## src/rtl/snake_move_controller.sv

```systemverilog
// Command-side controller for snake_game: button conditioning, direction filter, tick generator and session FSM.
// Define SNAKE_CTRL_PAUSE_EN to compile the PAUSE state (start toggles RUN/PAUSE); otherwise start is ignored in RUN.
module snake_move_controller #(
    parameter int          DEBOUNCE_CYCLES = 500000,
    parameter int          TICK_PERIOD     = 5000000,
    parameter int          TICK_STEP       = 250000,
    parameter int          TICK_MIN        = 1000000,
    parameter int          SCORE_BITS      = 10,
    parameter logic [1:0]  INIT_MOVE       = 2'b01
) (
    input  logic                  clk,
    input  logic                  reset,
    input  logic                  btn_up,
    input  logic                  btn_right,
    input  logic                  btn_down,
    input  logic                  btn_left,
    input  logic                  btn_start,
    input  logic                  game_over,
    input  logic [SCORE_BITS-1:0] score,
    output logic [1:0]            move,
    output logic                  game_tick,
    output logic                  game_rst,
    output logic                  running,
    output logic                  paused
);

    localparam int DW   = (DEBOUNCE_CYCLES > 1) ? $clog2(DEBOUNCE_CYCLES) : 1;
    localparam int PMAX = (TICK_PERIOD > TICK_MIN) ? TICK_PERIOD : TICK_MIN;
    localparam int CW   = $clog2(PMAX + 1);

`ifdef SNAKE_CTRL_PAUSE_EN
    typedef enum logic [1:0] {S_IDLE = 2'd0, S_RUN = 2'd1, S_OVER = 2'd2, S_PAUSE = 2'd3} state_t;
`else
    typedef enum logic [1:0] {S_IDLE = 2'd0, S_RUN = 2'd1, S_OVER = 2'd2} state_t;
`endif

    state_t state, state_next;

    // Button bit order: 0 up, 1 right, 2 down, 3 left, 4 start
    logic [4:0]    btn_raw;
    logic [4:0]    btn_sync_p0, btn_sync_p1;
    logic [4:0]    stable, stable_d, press;
    logic [DW-1:0] db_cnt [5];

    logic [CW-1:0] tick_cnt, period_q;
    logic [1:0]    pending;
    logic [63:0]   sub_full;
    logic          start_pulse, dir_hit, run_start, tick_now, cnt_advance;
    logic [1:0]    dir_sel;

    // Saturating period: never wraps below zero, never drops under the floor.
    function automatic logic [CW-1:0] tick_period(input logic [63:0] sub);
        logic [63:0] p;
        if (sub >= 64'(TICK_PERIOD)) begin
            p = 64'(TICK_MIN);
        end else begin
            p = 64'(TICK_PERIOD) - sub;
            if (p < 64'(TICK_MIN))
                p = 64'(TICK_MIN);
        end
        return CW'(p);
    endfunction

    assign btn_raw     = {btn_start, btn_left, btn_down, btn_right, btn_up};
    assign sub_full    = 64'(score) * 64'(TICK_STEP);
    assign start_pulse = press[4];

    // Stage p0/p1: synchroniser; then debounce and registered rising-edge pulse
    always_ff @(posedge clk) begin
        if (reset) begin
            btn_sync_p0 <= '0;
            btn_sync_p1 <= '0;
            stable      <= '0;
            stable_d    <= '0;
            press       <= '0;
            for (int i = 0; i < 5; i++)
                db_cnt[i] <= '0;
        end else begin
            btn_sync_p0 <= btn_raw;
            btn_sync_p1 <= btn_sync_p0;
            stable_d    <= stable;
            press       <= stable & ~stable_d;
            for (int i = 0; i < 5; i++) begin
                if (btn_sync_p1[i] == stable[i]) begin
                    db_cnt[i] <= '0;
                end else if (db_cnt[i] == DW'(DEBOUNCE_CYCLES - 1)) begin
                    stable[i] <= ~stable[i];
                    db_cnt[i] <= '0;
                end else begin
                    db_cnt[i] <= db_cnt[i] + 1'b1;
                end
            end
        end
    end

    always_comb begin
        dir_hit = 1'b1;
        dir_sel = 2'b00;
        if (press[0])      dir_sel = 2'b00;
        else if (press[1]) dir_sel = 2'b01;
        else if (press[2]) dir_sel = 2'b10;
        else if (press[3]) dir_sel = 2'b11;
        else               dir_hit = 1'b0;
    end

    always_ff @(posedge clk) begin
        if (reset) state <= S_IDLE;
        else       state <= state_next;
    end

    always_comb begin
        state_next  = state;
        run_start   = 1'b0;
        tick_now    = 1'b0;
        cnt_advance = 1'b0;
        case (state)
            S_IDLE: begin
                if (start_pulse) begin
                    state_next = S_RUN;
                    run_start  = 1'b1;
                end
            end
            S_RUN: begin
                if (game_over)
                    state_next = S_OVER;
`ifdef SNAKE_CTRL_PAUSE_EN
                else if (start_pulse)
                    state_next = S_PAUSE;
`endif
                else begin
                    cnt_advance = 1'b1;
                    tick_now    = (tick_cnt == period_q - 1'b1);
                end
            end
`ifdef SNAKE_CTRL_PAUSE_EN
            S_PAUSE: begin
                if (start_pulse)
                    state_next = S_RUN;
            end
`endif
            S_OVER: begin
                if (start_pulse)
                    state_next = S_IDLE;
            end
            default: state_next = S_IDLE;
        endcase
    end

    // Tick counter, direction commit and registered outputs
    always_ff @(posedge clk) begin
        if (reset) begin
            tick_cnt  <= '0;
            period_q  <= '0;
            move      <= INIT_MOVE;
            pending   <= INIT_MOVE;
            game_tick <= 1'b0;
            game_rst  <= 1'b0;
            running   <= 1'b0;
        end else begin
            game_tick <= tick_now;
            game_rst  <= run_start;
            running   <= (state_next == S_RUN);
            if (run_start || tick_now) begin
                tick_cnt <= '0;
                period_q <= tick_period(sub_full);
            end else if (cnt_advance) begin
                tick_cnt <= tick_cnt + 1'b1;
            end
            if (state == S_IDLE || state_next == S_IDLE) begin
                move    <= INIT_MOVE;
                pending <= INIT_MOVE;
            end else if (state == S_RUN) begin
                if (tick_now)
                    move <= pending;
                // Reversal check is against the committed move, so a quick
                // up-then-down within one interval is still accepted.
                if (dir_hit && dir_sel != (move ^ 2'b10))
                    pending <= dir_sel;
            end
        end
    end

`ifdef SNAKE_CTRL_PAUSE_EN
    always_ff @(posedge clk) begin
        if (reset) paused <= 1'b0;
        else       paused <= (state_next == S_PAUSE);
    end
`else
    assign paused = 1'b0;
`endif

endmodule

```

## config.mk

```make
export PLATFORM = sky130hd
export DESIGN_NAME = snake_move_controller
export DESIGN_NICKNAME = d
export VERILOG_FILES = /design/src/rtl/snake_move_controller.sv
export SDC_FILE = /design/constraint.sdc
export NUM_CORES = 1
export LEC_CHECK = 0
export ABC_AREA = 1
export CORE_ASPECT_RATIO = 1.5
export CORE_UTILIZATION = 30
export CTS_BUF_LIST = sky130_fd_sc_hd__clkbuf_8
export DETAILED_ROUTE_END_ITERATION = 6
export MAX_ROUTING_LAYER = met4
export PLACE_DENSITY = 0.49
export SYNTH_ARGS = -nofsm -noshare
export SYNTH_HDL_FRONTEND = slang
export SYNTH_SLANG_ARGS = --single-unit
export TNS_END_PERCENT = 1
```

## constraint.sdc

```tcl
create_clock -name clk -period 11.85 [get_ports clk]
set_input_delay 2.37 -clock clk [delete_from_list [all_inputs] [get_ports clk]]
set_output_delay 2.37 -clock clk [all_outputs]
set_load 0.1 [all_outputs]
```

# Word level (Yosys, flattened, before mapping)
# Memory sizes are Yosys's and may differ from the RTL's.
# Cells that the tools add are included.
# classes
bitwise	28
mux	92
magnitude_cmp	2
n_addsub	8
n_eq_ne	15
mul	1
reduce_logical	14
# op_table
op	count
$mux 19	15
$add 19x1->19 const B	5
$eq 19x19->1 const B	5
$mux 1	67
$lt 64x20->1 const B	1
$mux 23	2
$sub 23x28->29 const A	1
$ge 28x23->1 const B	1
$mul 10x14->24 const B	1
$add 23x1->23 const B	1
$eq 23x23->1	1
$sub 23x1->23 const B	1
$or 1x1->1	15
$mux 2	7
$reduce_and 2->1	7
$not 1->1	11
$pmux 2 s3	1
$and 5x5->5	1
$eq 1x1->1	5
$not 5->5	1
$eq 2x1->1 const B	2
$logic_not 2->1	2
$reduce_or 2->1	2
$eq 2x2->1 const B	1
3 further kinds	4
# word_totals
input_bits	18
mem_count	1
word_cells	178
ff_bits	80
mem_bits_rw	95
output_inout_bits	6
# mem_list
name	depth	word_bits	rd	rd_clocked_by_memory_dff	wr	line	source
db_cnt	5	19	5	0	5	43	logic [DW-1:0] db_cnt [5];

# Logic depth before layout (Yosys ltp)
# An unclocked memory read counts as a cell.
# depth
ltp_word	8
mapped_depth	30
depth_no_buf	29

# Worst setup path after synthesis
# OpenSTA, ideal clock, no wires.
# synth_timing
kind	in2reg
startpoint	input score[1]
endpoint	register period_q[12]
setup_time_ps	112
n_path_buf	1
t_required_ps	11738
arrival_ps	6647
path_stages	25
slack_ps	5091
cell_sequence	fa_1 -> ha_1 -> fa_1 -> inv_1 -> fa_1 -> inv_1 -> fa_1 -> ha_1 -> nand2_1 -> inv_1 -> a21oi_2 -> nand3_1 -> nand2_1 -> nand2_2 -> nor2_2 -> nand2_2 -> nand2_2 -> nand3b_1 -> nand2_1 -> inv_1 -> nor2_1 -> nand2_2 -> buf_6 -> nand2_1 -> nand2_1
# synth_via
elab_chain_len	5
elab_cells_between_ends	6
cone_classes	1 x add/sub; 1 x mul; 2 x order compare; 2 x mux
# synth_lines
element	line	source
start: declaration	19	input logic [SCORE_BITS-1:0] score,
$mul 10x14->24 *	65	assign sub_full = 64'(score) * 64'(TICK_STEP);
$sub 23x28->29	57	p = 64'(TICK_PERIOD) - sub;
$lt 64x20->1	58	if (p < 64'(TICK_MIN))
$mux 23	58	
$mux 23 *	54	if (sub >= 64'(TICK_PERIOD)) begin
end signal: assignment	165	period_q <= tick_period(sub_full);
end: declaration	45	logic [CW-1:0] tick_cnt, period_q;
# Every way passes the cells marked *; elsewhere a longest branch is shown, timed or not.
# A chain may end at the register's enable or synchronous reset.

# Worst setup path in the final report
# layout_timing
startpoint	input score[2]
endpoint	register period_q[4]
# The elaborated chain is that of the path after synthesis.

==> results.sh <==
export IMPL_status="finished, violations left"
export IMPL_violations="DRC"
export IMPL_slowest_delay_ps=730
export IMPL_synth_edf_count=95
export IMPL_power_frac_seq_pct=32.2
export IMPL_crit_arrival_ps=7920
export IMPL_dp_hpwl_um=21500
export IMPL_tightest_slew_ps=972
export IMPL_synth_area_leader_cell="edfxtp_1"
export IMPL_first_global_vias=10100
export IMPL_clock_latency_ps=490
export IMPL_p_comb_share_pct=46.2
export IMPL_yosysTopAreaCellShare_pct=23.4
export IMPL_die_area_sq_um=41400
export IMPL_finalPower_mw=2.03
export IMPL_antenna_found_initial=1
export IMPL_initial_utilization_pct=30.4
export IMPL_placed_area_sq_um=13300
export IMPL_io_pins=24
export IMPL_crit_family="adder cells"
export IMPL_cp_end_kind="flop"
export IMPL_p_sw_share_pct=42.4
export IMPL_critPathBufInv=3
export IMPL_areaGrowthSynthToFinish_pct=12.7
export IMPL_clk_pin_slew_ps=90
export IMPL_fin_hold_ws_ps=392
export IMPL_switching_power_mw=0.860
export IMPL_cp_slowest_cell="clkdlybuf4s50_1"
export IMPL_cts_root_buf="clkbuf_8"
export IMPL_leakage_nw=6.30
export IMPL_ctsHoldBuffers=0
export IMPL_peakVddDrop_uv=70.2
export IMPL_clkSinkCount=171
export IMPL_firstDrtPassIters=7
export IMPL_synthFlopType="edfxtp_1"
export IMPL_wl_per_cell_um=11.6
export IMPL_async_flop_share_pct=0
export IMPL_start_kind="input port"
export IMPL_grt_max_degree=33
export IMPL_drtIter0Drc=480
export IMPL_skew_ps=15.9
export IMPL_power_density_nw_per_um2=148
export IMPL_viasPerCell=4.45
export IMPL_cts_buffers=17
export IMPL_rsz0062_at_grt="no"
export IMPL_overflow=0
export IMPL_relSlewSlack_pct=35.0
export IMPL_drv_slew=0
export IMPL_syn_avg_cell_area_sq_um=7.46
export IMPL_hold_viol=0
export IMPL_syn_cell_area_sq_um=12200
export IMPL_hp_class="reg -> reg"
export IMPL_drive_gt1_share_pct=5.55
export IMPL_path_cells="clkdlybuf4s50_1, fa_1, ha_1, fa_1, inv_1, fa_1, inv_1, fa_1, ha_1, nand2_1, nor2_1, nand2_1, nand3b_1, nand2_1, nand2_1, nand2_1, nand2_1, nor2_1, nand3_2, nand2_2, nand4_2, nor2_1, nand2_1, nand2_1"
export IMPL_cts_setup_buffers=0
export IMPL_gp_congestion=0.866
export IMPL_design_core_area_sq_um=40100
export IMPL_intPower_mw=1.17
export IMPL_ys_seq_area_share_pct=35.9
export IMPL_timing_final_crit_share_pct=63.2
export IMPL_cap_violations=0
export IMPL_setup_tns_ps=0
export IMPL_setup_viol=0
export IMPL_htree_num_levels=4
export IMPL_worst_slack_ps=4360
export IMPL_io_buffer_count=22
export IMPL_synth_area_leaders="edfxtp_1, dfxtp_1, nand2_1, inv_1, ha_1"
export IMPL_synth_cells=1634
export IMPL_fillers=4353
export IMPL_p_clk_share_pct=21.6
export IMPL_r2r_setup_slack_ps=8640
export IMPL_vias=10100
export IMPL_ant_nets=0
export IMPL_cp_max_fo=12
export IMPL_cts_buffer_depth=2
export IMPL_num_rows=90
export IMPL_required_ps=12280
export IMPL_drc=2
export IMPL_fin_nets=1879
export IMPL_final_cell_area_sq_um=13700
export IMPL_grt_total_usage_pct=13.9
export IMPL_cts_tree="built"
export IMPL_yosys_warnings=0
export IMPL_fmax_mhz=133
export IMPL_layout_min_cycle_time_ps=7490
export IMPL_ctsResizeCount=0
export IMPL_crit_top_cell="nand2_1"
export IMPL_dieHeight_um=249
export IMPL_synth_cell_type_count=48
export IMPL_crit_type="in -> reg"
export IMPL_dp_slack_ps=3880
export IMPL_ys_seq_elements=171
export IMPL_fp_dieW_um=167
export IMPL_wl_um=26400
export IMPL_grt_pass1_wl_um=45700
[layout make-up]
class	instances	area, sq um	area share, %
multi-input cells	1261	7030	51.2
flip-flops and latches	171	4370	31.8
inverters	280	1050	7.65
well taps	506	633	4.61
clock buffers	18	248	1.80
repair buffers	23	228	1.66
clock inverters	14	168	1.22
diodes	1	2.50	0.0182
[state kept, by name (all words and copies together), names as in the netlist]
register,flops
state,2
tick_cnt,23
db_cnt,95
press,5
game_tick,1
stable,5
btn_sync_p0,5
stable_d,5
period_q,19
running,1
move,2
pending,2
btn_sync_p1,5
game_rst,1
[path summary, 6_finish.rpt]
check | start | to | cells after the start
setup / recovery | score[2] | period_q[4] | 24
hold / removal | stable_d[4] | press[4] | 1
setup reg to reg | period_q[4] | tick_cnt[13] | 16
hold reg to reg | stable_d[4] | press[4] | 1
[synth_stat cells (3+ instances only)]
library cell / count
nand4_1: 32
nand2_1: 356
or2_2: 8
nand3b_1: 7
a21oi_2: 8
nor2_1: 219
a21oi_1: 72
o21bai_1: 4
o21a_1: 3
nand3_1: 104
inv_2: 4
edfxtp_1: 95
nor4_1: 15
nand2_2: 17
nor3_1: 46
fa_1: 25
buf_2: 3
inv_1: 276
clkbuf_1: 9
ha_1: 82
dfxtp_1: 76
o21ai_0: 40
nor3b_1: 18
xnor2_1: 18
xor2_1: 43
nand3_2: 7
and3_1: 4
nor2_2: 14
[worst reg2reg max path, cell delays in order, from the launching register on]
cell and delay (ps):
dfxtp_1 370, inv_1 120, ha_1 230, inv_1 80
nor2_2 140, nand3_2 170, nor2_4 160, nand2_2 100
nor2_2 110, nand3_1 100, a21oi_1 140, nor2_1 70
nand3_2 160, nand2_4 130, nor2_2 420, inv_2 330
nor3b_1 280
[power groups by stage]
stage	Combinational [mW]	Sequential (mW)	Clock, mW
2_1_floorplan	0.729	0.663	0
3_3_place_gp	0.937	0.666	0
3_5_place_dp	0.938	0.666	0
4_1_cts	0.944	0.652	0.460
5_1_grt	1.08	0.655	0.482
6_report	0.937	0.652	0.438
[metal layers]
layer	routed length (um)	vias to the layer above	part of all wire, %	track usage [%]
met4	803	0	3.0	5.69
li1	-	5405	-	-
met1	10900	4564	41	14.0
met2	14100	100	54	26.3
met5	0	-	0	-
met3	549	40	2.1	2.14
[per-stage QoR]
stage,std cells,util (%)
after floorplan,1728,-
after global placement,2241,33.2
after detailed placement,2241,33.2
after CTS,2273,34.3
after global routing,2274,34.3
final,2274,34.3
[cell usage in the layout (no fill, tap or decap), types with 46 or more instances in the layout]
cell      Yosys  layout
inv_1       276     278
nor3_1       46      46
ha_1         82      82
nor2_1      219     219
a21oi_1      72      72
conb_1        2      96
nand2_1     356     356
nand3_1     104     104
dfxtp_1      76      76
edfxtp_1     95      95
[kinds of logic after synthesis]
| group | synth area share [%] |
|---|---|
| AO/OA/AOI/OAI | 6.34 |
| XOR/XNOR | 4.52 |
| adder cells (fa/ha/maj) | 12.5 |
| buffers and inverters | 9.27 |
| flip-flops | 35.9 |
| other | 0.0616 |
| AND/OR/NAND/NOR | 31.4 |
Note: power is estimated with default switching activity, not from simulation.
